===== config.mk =====
export PLATFORM = sky130hd
export DESIGN_NAME = sw_s_stream_packer_flat
export DESIGN_NICKNAME = d
export VERILOG_FILES = /design/src/rtl/sw_s_stream_packer_if.sv /design/src/rtl/sw_s_stream_packer.sv /design/src/flat_wrapper.sv
export SDC_FILE = /design/constraint.sdc
export NUM_CORES = 1
export LEC_CHECK = 0
export ABC_CLOCK_PERIOD_IN_PS = 9730
export BUFFER_PORTS_ARGS = -buffer_cell sky130_fd_sc_hd__buf_2
export CORE_ASPECT_RATIO = 1.1
export CORE_MARGIN = 8
export CORE_UTILIZATION = 35
export CTS_BUF_LIST = sky130_fd_sc_hd__clkbuf_16
export CTS_CLUSTER_DIAMETER = 30
export DETAILED_ROUTE_END_ITERATION = 10
export PLACE_DENSITY_LB_ADDON = 0.3
export SYNTH_ARGS = -nofsm -noshare
export SYNTH_HDL_FRONTEND = slang
export SYNTH_SLANG_ARGS = --single-unit
export TNS_END_PERCENT = 100

===== constraint.sdc =====
create_clock -name clk -period 9.73 [get_ports clk]
set_input_delay 1.946 -clock clk [delete_from_list [all_inputs] [get_ports clk]]
set_output_delay 1.946 -clock clk [all_outputs]
set_load 0.02 [all_outputs]

===== src/rtl/sw_s_stream_packer_if.sv =====
// ---------------------------------------------------------------------------
// sw_s_stream_packer_if
// Bundles the symbol-stream input side and the array-facing output side of
// the S-sequence packer.
//   master : the producer/array side (drives i_*, observes o_*)
//   slave  : the packer itself (observes i_*, drives o_*)
// Signals:
//   i_clear      synchronous clear of accumulator and FIFO
//   i_sym        2*SYM_IN symbol bits, symbol k at [2k+1:2k]
//   i_sym_cnt    valid symbols in a last beat (1..SYM_IN)
//   i_last       beat closes the current S sequence
//   i_sym_valid  beat offered
//   o_sym_ready  packer can take a beat this cycle
//   i_request_s  array asks for one packed word
//   o_s          packed word (PE_NUM symbols)
//   o_s_cnt      valid symbols in o_s, 0 = no data
//   o_s_last     o_s closes a sequence
//   o_fifo_cnt   words currently buffered
//   o_empty      FIFO and accumulator both empty
// ---------------------------------------------------------------------------
interface sw_s_stream_packer_if #(
   parameter int PE_NUM = 64,
   parameter int SYM_IN = 8,
   parameter int DEPTH  = 4,
   parameter int CNT_W  = 7
);
   localparam int SC_W = $clog2(SYM_IN) + 1;
   localparam int FC_W = $clog2(DEPTH) + 1;

   logic                  i_clear;
   logic [2*SYM_IN-1:0]   i_sym;
   logic [SC_W-1:0]       i_sym_cnt;
   logic                  i_last;
   logic                  i_sym_valid;
   logic                  o_sym_ready;
   logic                  i_request_s;
   logic [2*PE_NUM-1:0]   o_s;
   logic [CNT_W-1:0]      o_s_cnt;
   logic                  o_s_last;
   logic [FC_W-1:0]       o_fifo_cnt;
   logic                  o_empty;

   modport master (
      output i_clear, i_sym, i_sym_cnt, i_last, i_sym_valid, i_request_s,
      input  o_sym_ready, o_s, o_s_cnt, o_s_last, o_fifo_cnt, o_empty
   );

   modport slave (
      input  i_clear, i_sym, i_sym_cnt, i_last, i_sym_valid, i_request_s,
      output o_sym_ready, o_s, o_s_cnt, o_s_last, o_fifo_cnt, o_empty
   );
endinterface


===== src/rtl/sw_s_stream_packer.sv =====
// ---------------------------------------------------------------------------
// sw_s_stream_packer
// Packs a narrow 2-bit-per-nucleotide symbol stream LSB-first into
// PE_NUM-symbol words, buffers them in a DEPTH-word FIFO and serves one word
// per i_request_s pulse with one cycle of latency.
// Ports:
//   clk  clock, all state on the rising edge
//   rst  asynchronous active-high reset
//   bus  sw_s_stream_packer_if.slave (stream input, array output, status)
// ---------------------------------------------------------------------------
module sw_s_stream_packer #(
   parameter int PE_NUM = 64,
   parameter int SYM_IN = 8,
   parameter int DEPTH  = 4,
   parameter int CNT_W  = 7
) (
   input  logic                 clk,
   input  logic                 rst,
   sw_s_stream_packer_if.slave  bus
);
   localparam int W    = 2 * PE_NUM;
   localparam int AW   = $clog2(DEPTH);
   localparam int FC_W = $clog2(DEPTH) + 1;

   // accumulator and fill pointer (in symbols)
   logic [W-1:0]      acc_q, acc_d;
   logic [CNT_W-1:0]  p_q, p_d;

   // FIFO bookkeeping
   logic [AW-1:0]     wr_ptr_q, wr_ptr_d;
   logic [AW-1:0]     rd_ptr_q, rd_ptr_d;
   logic [FC_W-1:0]   cnt_q, cnt_d;

   // registered output word
   logic [W-1:0]      o_s_q, o_s_d;
   logic [CNT_W-1:0]  o_s_cnt_q, o_s_cnt_d;
   logic              o_s_last_q, o_s_last_d;

   // FIFO storage
   logic [W-1:0]      mem_word [DEPTH];
   logic [CNT_W-1:0]  mem_cnt  [DEPTH];
   logic              mem_last [DEPTH];

   logic                ready;
   logic                accept;
   logic                push;
   logic                pop;
   logic [CNT_W-1:0]    n;
   logic [CNT_W-1:0]    fill;
   logic [2*SYM_IN-1:0] beat;
   logic [W-1:0]        merged;

   assign ready  = (cnt_q < FC_W'(DEPTH)) & ~bus.i_clear;
   assign accept = bus.i_sym_valid & ready;
   // non-last beats are always full, whatever i_sym_cnt says
   assign n      = bus.i_last ? CNT_W'(bus.i_sym_cnt) : CNT_W'(SYM_IN);
   assign fill   = p_q + n;

   // zero the symbols beyond n so unused word positions stay 0
   genvar gi;
   generate
      for (gi = 0; gi < SYM_IN; gi++) begin : g_mask
         assign beat[2*gi +: 2] = (CNT_W'(gi) < n) ? bus.i_sym[2*gi +: 2] : 2'b00;
      end
   endgenerate

   // p is a multiple of SYM_IN, so the beat lands in an all-zero slot
   assign merged = acc_q | (W'(beat) << {p_q, 1'b0});

   // a word commits when it is full or the sequence ends
   assign push = accept & ((fill == CNT_W'(PE_NUM)) | bus.i_last);
   assign pop  = bus.i_request_s & (cnt_q != '0) & ~bus.i_clear;

   always_comb begin
      acc_d      = acc_q;
      p_d        = p_q;
      wr_ptr_d   = wr_ptr_q;
      rd_ptr_d   = rd_ptr_q;
      cnt_d      = cnt_q;
      o_s_d      = '0;
      o_s_cnt_d  = '0;
      o_s_last_d = 1'b0;
      if (bus.i_clear) begin
         acc_d    = '0;
         p_d      = '0;
         wr_ptr_d = '0;
         rd_ptr_d = '0;
         cnt_d    = '0;
      end else begin
         if (push) begin
            acc_d    = '0;
            p_d      = '0;
            wr_ptr_d = wr_ptr_q + 1'b1;
         end else if (accept) begin
            acc_d = merged;
            p_d   = fill;
         end
         // a word pushed this cycle is not visible to a coincident request
         if (pop) begin
            o_s_d      = mem_word[rd_ptr_q];
            o_s_cnt_d  = mem_cnt[rd_ptr_q];
            o_s_last_d = mem_last[rd_ptr_q];
            rd_ptr_d   = rd_ptr_q + 1'b1;
         end
         cnt_d = cnt_q + FC_W'(push) - FC_W'(pop);
      end
   end

   always_ff @(posedge clk or posedge rst) begin
      if (rst) begin
         acc_q      <= '0;
         p_q        <= '0;
         wr_ptr_q   <= '0;
         rd_ptr_q   <= '0;
         cnt_q      <= '0;
         o_s_q      <= '0;
         o_s_cnt_q  <= '0;
         o_s_last_q <= 1'b0;
      end else begin
         acc_q      <= acc_d;
         p_q        <= p_d;
         wr_ptr_q   <= wr_ptr_d;
         rd_ptr_q   <= rd_ptr_d;
         cnt_q      <= cnt_d;
         o_s_q      <= o_s_d;
         o_s_cnt_q  <= o_s_cnt_d;
         o_s_last_q <= o_s_last_d;
      end
   end

   // storage needs no reset: occupancy is tracked by the pointers
   always_ff @(posedge clk) begin
      if (push) begin
         mem_word[wr_ptr_q] <= merged;
         mem_cnt[wr_ptr_q]  <= fill;
         mem_last[wr_ptr_q] <= bus.i_last;
      end
   end

   assign bus.o_sym_ready = ready;
   assign bus.o_s         = o_s_q;
   assign bus.o_s_cnt     = o_s_cnt_q;
   assign bus.o_s_last    = o_s_last_q;
   assign bus.o_fifo_cnt  = cnt_q;
   assign bus.o_empty     = (cnt_q == '0) & (p_q == '0);
endmodule

===== src/flat_wrapper.sv =====
// flat-port wrapper written by rule: the top's interface ports become plain ports
module sw_s_stream_packer_flat 
#(
   parameter int PE_NUM = 64,
   parameter int SYM_IN = 8,
   parameter int DEPTH  = 4,
   parameter int CNT_W  = 7
)
  (clk, rst, bus_i_clear, bus_i_sym, bus_i_sym_cnt, bus_i_last, bus_i_sym_valid, bus_i_request_s, bus_o_sym_ready, bus_o_s, bus_o_s_cnt, bus_o_s_last, bus_o_fifo_cnt, bus_o_empty);
  sw_s_stream_packer_if #(.PE_NUM(PE_NUM), .SYM_IN(SYM_IN), .DEPTH(DEPTH), .CNT_W(CNT_W)) bus_i ();
  input  logic clk;
  input  logic rst;
  input wire logic [$bits(bus_i.i_clear)-1:0] bus_i_clear;
  input wire logic [$bits(bus_i.i_sym)-1:0] bus_i_sym;
  input wire logic [$bits(bus_i.i_sym_cnt)-1:0] bus_i_sym_cnt;
  input wire logic [$bits(bus_i.i_last)-1:0] bus_i_last;
  input wire logic [$bits(bus_i.i_sym_valid)-1:0] bus_i_sym_valid;
  input wire logic [$bits(bus_i.i_request_s)-1:0] bus_i_request_s;
  output wire logic [$bits(bus_i.o_sym_ready)-1:0] bus_o_sym_ready;
  output wire logic [$bits(bus_i.o_s)-1:0] bus_o_s;
  output wire logic [$bits(bus_i.o_s_cnt)-1:0] bus_o_s_cnt;
  output wire logic [$bits(bus_i.o_s_last)-1:0] bus_o_s_last;
  output wire logic [$bits(bus_i.o_fifo_cnt)-1:0] bus_o_fifo_cnt;
  output wire logic [$bits(bus_i.o_empty)-1:0] bus_o_empty;
  assign bus_i.i_clear = bus_i_clear;
  assign bus_i.i_sym = bus_i_sym;
  assign bus_i.i_sym_cnt = bus_i_sym_cnt;
  assign bus_i.i_last = bus_i_last;
  assign bus_i.i_sym_valid = bus_i_sym_valid;
  assign bus_i.i_request_s = bus_i_request_s;
  assign bus_o_sym_ready = bus_i.o_sym_ready;
  assign bus_o_s = bus_i.o_s;
  assign bus_o_s_cnt = bus_i.o_s_cnt;
  assign bus_o_s_last = bus_i.o_s_last;
  assign bus_o_fifo_cnt = bus_i.o_fifo_cnt;
  assign bus_o_empty = bus_i.o_empty;
  sw_s_stream_packer #(.PE_NUM(PE_NUM), .SYM_IN(SYM_IN), .DEPTH(DEPTH), .CNT_W(CNT_W)) u_core (.clk(clk), .rst(rst), .bus(bus_i));
endmodule

Word-level counts from Yosys, hierarchy flattened
Memories as Yosys holds them, arrays and structs flattened.
Cells that the tools add are included.
- bits in registers: 278
- bits in writable memories: 544
- input bits: 26
- output and inout bits: 141
- logic and storage cells: 70
- memories: 3
- memory list (name ; words ; width ; rd ports ; clocked after Yosys merged registers in ; write ports ; RTL line ; text):
    u_core.mem_word ; 4 ; 128 ; 1 ; 0 ; 1 ; sw_s_stream_packer.sv:40 ; logic [W-1:0] mem_word [DEPTH];
    u_core.mem_cnt ; 4 ; 7 ; 1 ; 0 ; 1 ; sw_s_stream_packer.sv:41 ; logic [CNT_W-1:0] mem_cnt [DEPTH];
    u_core.mem_last ; 4 ; 1 ; 1 ; 0 ; 1 ; sw_s_stream_packer.sv:42 ; logic mem_last [DEPTH];
- add/sub/neg operators: 5
- order comparisons: 9
- equal/unequal tests: 1
- shift operators: 1
- muxes and demuxes: 28
- bitwise logic cells: 9
- reductions and logical operators: 6
- operator list (operator ; count):
    2-to-1 mux 128 bit ; 5
    OR 128 bit ; 1
    left shift 16 x 8 -> 128 bit ; 1
    2-to-1 mux 7 bit ; 5
    < comparator 3 x 7 -> 1 bit (first input constant) ; 4
    2-to-1 mux 2 bit ; 12
    < comparator 1 x 7 -> 1 bit (first input constant) ; 2
    < comparator 2 x 7 -> 1 bit (first input constant) ; 2
    adder 7 bit ; 1
    equality test 7 bit (second input constant) ; 1
    zero test 7 bit ; 1
    AND 1 bit ; 6
    nonzero test 3 bit ; 2
    adder 2 x 1 -> 2 bit (second input constant) ; 2
    2-to-1 mux 1 bit ; 4
    2-to-1 mux 4 bit ; 1
    nonzero test 2 bit ; 2
    adder 3 x 1 -> 3 bit ; 1
    zero test 3 bit ; 1
    < comparator 3 bit (second input constant) ; 1
    2-to-1 mux 3 bit ; 1
    subtractor 3 x 1 -> 3 bit ; 1
    NOT 1 bit ; 1
    OR 1 bit ; 1

Longest topological paths before layout
- depth in word-level cells: 8
- depth in mapped cells: 19

Least setup slack after synthesis
Ideal clock, no wire load.
- path type: input to register
- start point: input port bus_i_sym_cnt[0]
- end point: memory u_core.mem_cnt[0][0] (enable)
- setup time: 0.512 ns
- data arrival time: 6.909 ns
- data required time: 9.218 ns
- slack: 2.309 ns
- stages on the path: 9
- path buffers: 1
- cells stage by stage: clkbuf_1 -> and2_1 -> ha_1 -> ha_1 -> a31oi_1 -> xnor2_1 -> nor4b_1 -> a41o_1 -> and3_1
- cells in the longest elaborated chain, start to end: 7
- ends and longest elaborated chain (what ; RTL line ; text):
    from (decl) ; flat_wrapper.sv:15 ; input wire logic [$bits(bus_i.i_sym_cnt)-1:0] bus_i_sym_cnt;
    2-to-1 mux 4 bit ; sw_s_stream_packer.sv:56 ; assign n = bus.i_last ? CNT_W'(bus.i_sym_cnt) : CNT_W'(SYM_IN);
    adder 7 bit ; sw_s_stream_packer.sv:57 ; assign fill = p_q + n;
    named net u_core.fill[2] ; sw_s_stream_packer.sv:49 ; logic [CNT_W-1:0] fill;
    equality test 7 bit ; sw_s_stream_packer.sv:71 ; assign push = accept & ((fill == CNT_W'(PE_NUM)) | bus.i_last);
    OR 1 bit ; sw_s_stream_packer.sv:71 ;
    AND 1 bit ; sw_s_stream_packer.sv:71 ;
    2-to-1 mux 1 bit ; sw_s_stream_packer.sv:133 ; if (push) begin
    2-to-1 mux 1 bit (implied by the code) ; sw_s_stream_packer.sv:135 ; mem_cnt[wr_ptr_q] <= fill;
    to (decl) ; sw_s_stream_packer.sv:41 ;
The timed path passes the listed nets, and every way through them passes these cells.

Worst setup path in the final report
- start point: input port bus_i_last
- end point: register u_core.acc_q[44]
- cells in the longest elaborated chain, start to end: 8
- ends and longest elaborated chain (what ; RTL line ; text):
    from (decl) ; flat_wrapper.sv:16 ; input wire logic [$bits(bus_i.i_last)-1:0] bus_i_last;
    2-to-1 mux 4 bit ; sw_s_stream_packer.sv:56 ;
    < comparator 1 x 7 -> 1 bit, or another cell as far along ; sw_s_stream_packer.sv:63 ; assign beat[2*gi +: 2] = (CNT_W'(gi) < n) ? bus.i_sym[2*gi +: 2] : 2'b00;
    2-to-1 mux 2 bit ; sw_s_stream_packer.sv:63 ;
    left shift 16 x 8 -> 128 bit ; sw_s_stream_packer.sv:68 ; assign merged = acc_q | (W'(beat) << {p_q, 1'b0});
    OR 128 bit ; sw_s_stream_packer.sv:68 ;
    2-to-1 mux 128 bit ; sw_s_stream_packer.sv:94 ; end else if (accept) begin
    2-to-1 mux 128 bit ; sw_s_stream_packer.sv:90 ; if (push) begin
    2-to-1 mux 128 bit ; sw_s_stream_packer.sv:83 ; if (bus.i_clear) begin
    to (signal assigned) ; sw_s_stream_packer.sv:111 ; acc_q <= '0;
    to (signal assigned) ; sw_s_stream_packer.sv:120 ; acc_q <= acc_d;
    to (decl) ; sw_s_stream_packer.sv:26 ; logic [W-1:0] acc_q, acc_d;
Parallel ways exist; a longest one is shown, timed or not. The select of a mux whose other input is x is not followed.
A chain may end at the register's enable or synchronous reset.

==> impl_metrics.py <==
metrics = {
    "status": {
        "outcome": "complete, no violations",
    },
    "logic_synthesis": {
        "synth_area_um2": 33070,
        "yosysMostFrequentCell": "edfxtp_1",
        "synthArstFlopShare_pct": 33.82,
        "synth_edf_count": 544,
        "syn_area_per_cell_um2": 15.98,
        "synth_nets": 2107,
        "synth_top_area_cell": "edfxtp_1",
        "synthTopCellsByCount": "544 x edfxtp_1, 278 x dfrtp_1, 141 x and2_1",
        "synth_top_area_share_pct": 49.40,
        "synthAdderAreaFrac_pct": 0.4389,
        "ys_ff_latch": 822,
        "synth_cell_types": 81,
        "muxShareOfSynthArea_pct": 9.735,
        "synth-main-ff-cell": "edfxtp_1",
        "synthTopCellsByArea": "edfxtp_1 49%, dfrtp_1 21%, mux4_2 9.3%, and2_1 2.7%, a21o_1 2.1%",
        "synth_compound_area_share_pct": 9.489,
        "synth_simple_gate_area_share_pct": 7.650,
        "seq_area_frac_synth_pct": 70.43,
        "synth_top_family_by_area": "multiplexers",
        "ys.warnings.count": 0,
        "synth-xor-area-share_pct": 0.1854,
        "synthCells": 2070,
    },
    "global_routing": {
        "grt_antenna_before_repair": 6,
        "grt_pass1_wl_um": 131300,
        "grt_max_degree": 164,
        "overflow": 0,
        "grt_pass1_vias": 20130,
        "track_usage_pct": 16.53,
    },
    "clock_tree": {
        "cts.sinks": 822,
        "worstSkewPairLatency_ns": 0.75,
        "htreeDepth": 4,
        "numCtsBuffers": 156,
        "root_buffer": "clkbuf_16",
        "cts_tree": "done",
        "clockBufferDepth": 3,
        "cts_setup_buffers": 0,
        "cts.clk_slew.worst_paths_ns": 0.05,
        "cts_hold_buf": 0,
        "post_cts_resize_count": 0,
    },
    "die": {
        "fp.dieW_um": 309.1,
        "coreArea_um2": 93900,
        "rows": 118,
        "boundaryPins": 167,
        "die_area_um2": 104600,
        "fp.dieH_um": 338.4,
        "start_util_pct": 35.22,
    },
    "power": {
        "p_per_area_nw_per_um2": 259.6,
        "finalPower_mw": 10.58,
        "irDropWorstVdd_mv": 0.1682,
        "p_leak_nw": 16.39,
    },
    "sta": {
        "relSlewSlack_pct": 17.78,
        "slew_violations": 0,
        "rsz0062_at_grt": "no",
        "tightest_slew_ns": 1.229,
        "setup_ws_ns": 3.883,
        "setup_viol": 0,
        "fin_worst_skew_ns": 0.04637,
        "fin_crit_ns": 5.847,
        "fin_crit_sh_pct": 60.09,
        "hold_viol_final": 0,
        "setup_tns_ns": 0,
        "fmax_ghz": 0.1710,
        "hold_slack_ns": 0.5121,
    },
    "drt": {
        "wl_per_cell_um": 23.57,
        "ant_nets": 0,
        "drtPass1Iterations": 6,
        "drt_iter0_markers": 1765,
        "num_vias": 19590,
        "drc": 0,
        "wirelength_um": 87160,
        "routed_via_density": 5.297,
    },
    "placement": {
        "place_area_um2": 35270,
        "place_ws_ns": 3.316,
        "portBuffers": 166,
        "place_congestion": 0.9490,
        "hpwlAfterDp_um": 55340,
    },
    "min_path": {
        "hp-class": "flip-flop to flip-flop",
        "whs_endpoint": "u_core.acc_q[127]",
        "holdPathStages": 2,
        "worstHoldStart": "u_core.acc_q[127]",
    },
    "critical_path": {
        "timing.rr.start": "u_core.p_q[0]",
        "path_max_fanout": 100,
        "crit_path_end_kind": "flip-flop",
        "reg2reg_slack_ns": 5.21,
        "crit_required_ns": 10.27,
        "path_class": "primary input to flip-flop",
        "cp_data_arrival_time_ns": 6.39,
        "worstReg2RegEnd": "u_core.acc_q[44]",
        "start_kind": "primary input",
        "reg2reg_depth": 11,
    },
    "run": {
        "cap_viol_max_count": 0,
    },
    "layout": {
        "drive_gt1_share_pct": 26.31,
        "area_delta_synth_final_pct": 23.23,
        "finalNetCount": 2339,
        "fin_area_um2": 40750,
        "final.fill_count": 8373,
    },
}
==> cell usage in the layout, fill, tap and decap left out, drive strengths merged, types with 5 or more instances in the layout <==
cell type	netlist	final
edfxtp	544	544
dfrtp	278	278
buf	50	200
clkbuf	76	157
and2	143	143
mux4	136	136
nor2	133	133
a21o	92	92
nand2	88	88
a21oi	78	78
clkinv	3	68
a22oi	64	64
inv	27	55
o21ai	40	40
nor3	36	36
o21bai	30	30
nand3	26	26
bufinv	0	22
clkinvlp	0	20
a211oi	15	15
o22ai	14	14
a31oi	13	13
a32oi	13	13
mux2i	13	13
o221ai	12	12
or2	12	12
o211ai	11	11
ha	10	10
or3	9	9
a22o	8	8
nand2b	7	7
o32ai	7	7
xnor2	6	6
nand4	6	6
o211a	5	5
a32o	5	5
nor2b	5	5
o31ai	5	5
==> worst max path at each step <==
stage / from / endpoint / slack [ns] / cells past startpoint
after detailed placement: bus_i_last / u_core.acc_q[40] / 3.32 / 12
after global routing: bus_i_last / u_core.acc_q[41] / 3.65 / 12
after CTS: bus_i_last / u_core.acc_q[44] / 4.03 / 12
final: bus_i_last / u_core.acc_q[44] / 3.88 / 12
after floorplan: rst / u_core.acc_q[0] / 0.12 / 1
after global placement: bus_i_last / u_core.mem_word[2][77] / 3.44 / 10
==> critical path, stage by stage <==
cell     delay (ns)
buf_2          0.28
nor2b_2        0.54
inv_2          0.20
ha_1           0.42
nor2_1         0.08
a211o_1        0.30
nor3b_1        0.36
a41o_1         0.55
nand2_2        0.17
inv_4          0.38
buf_4          0.90
nor2_1         0.17
==> power breakdown <==
part | leakage (nW) | internal [mW] | switching [mW]
Combinational | 4.62 | 0.485 | 0.724
Sequential | 9.10 | 3.87 | 0.0653
Clock | 2.67 | 3.56 | 1.87
Total | 16.4 | 7.92 | 2.66
==> registers in the layout, summed over array words and instances (netlist names) <==
register               count
u_core.p_q                 7
u_core.bus.o_s           128
u_core.mem_cnt            28
u_core.bus.o_s_last        1
u_core.bus.o_s_cnt         7
u_core.mem_word          512
u_core.wr_ptr_q            2
u_core.acc_q             128
u_core.mem_last            4
u_core.rd_ptr_q            2
u_core.bus.o_fifo_cnt      3
==> layout make-up <==
type | instances | area, µm² | area share [%]
flip-flops and latches | 822 | 23300 | 57.18
multi-input cells | 1092 | 9124 | 22.39
clock buffers | 157 | 3929 | 9.641
well taps | 1260 | 1577 | 3.869
clock inverters | 135 | 1546 | 3.795
repair buffers | 200 | 1149 | 2.819
inverters | 30 | 122.6 | 0.3009
diodes | 2 | 5.005 | 0.01228
==> cells by family after synthesis <==
kind of cell,count (synthesis)
fa+ha+maj,11
flops,822
compound gates,439
mux,150
buf+inv,156
simple gates,485
xor+xnor,7
==> per-layer routing <==
layer,track usage (%),part of all wire (%),up-vias,wire [µm]
met3,3.640,6.3,221,5481
met2,27.18,49,765,42880
met1,20.81,41,10080,35300
li1,-,-,8516,-
met5,0,0.026,-,23
met4,7.443,4.0,4,3465
==> metrics by stage <==
step	utilization (%)	std cells
finish	43.40	3698
detailed placement	37.56	3404
floorplan	-	2070
CTS	43.39	3696
global route	43.40	3698
global placement	37.56	3404
(Power assumes the default switching activity.)
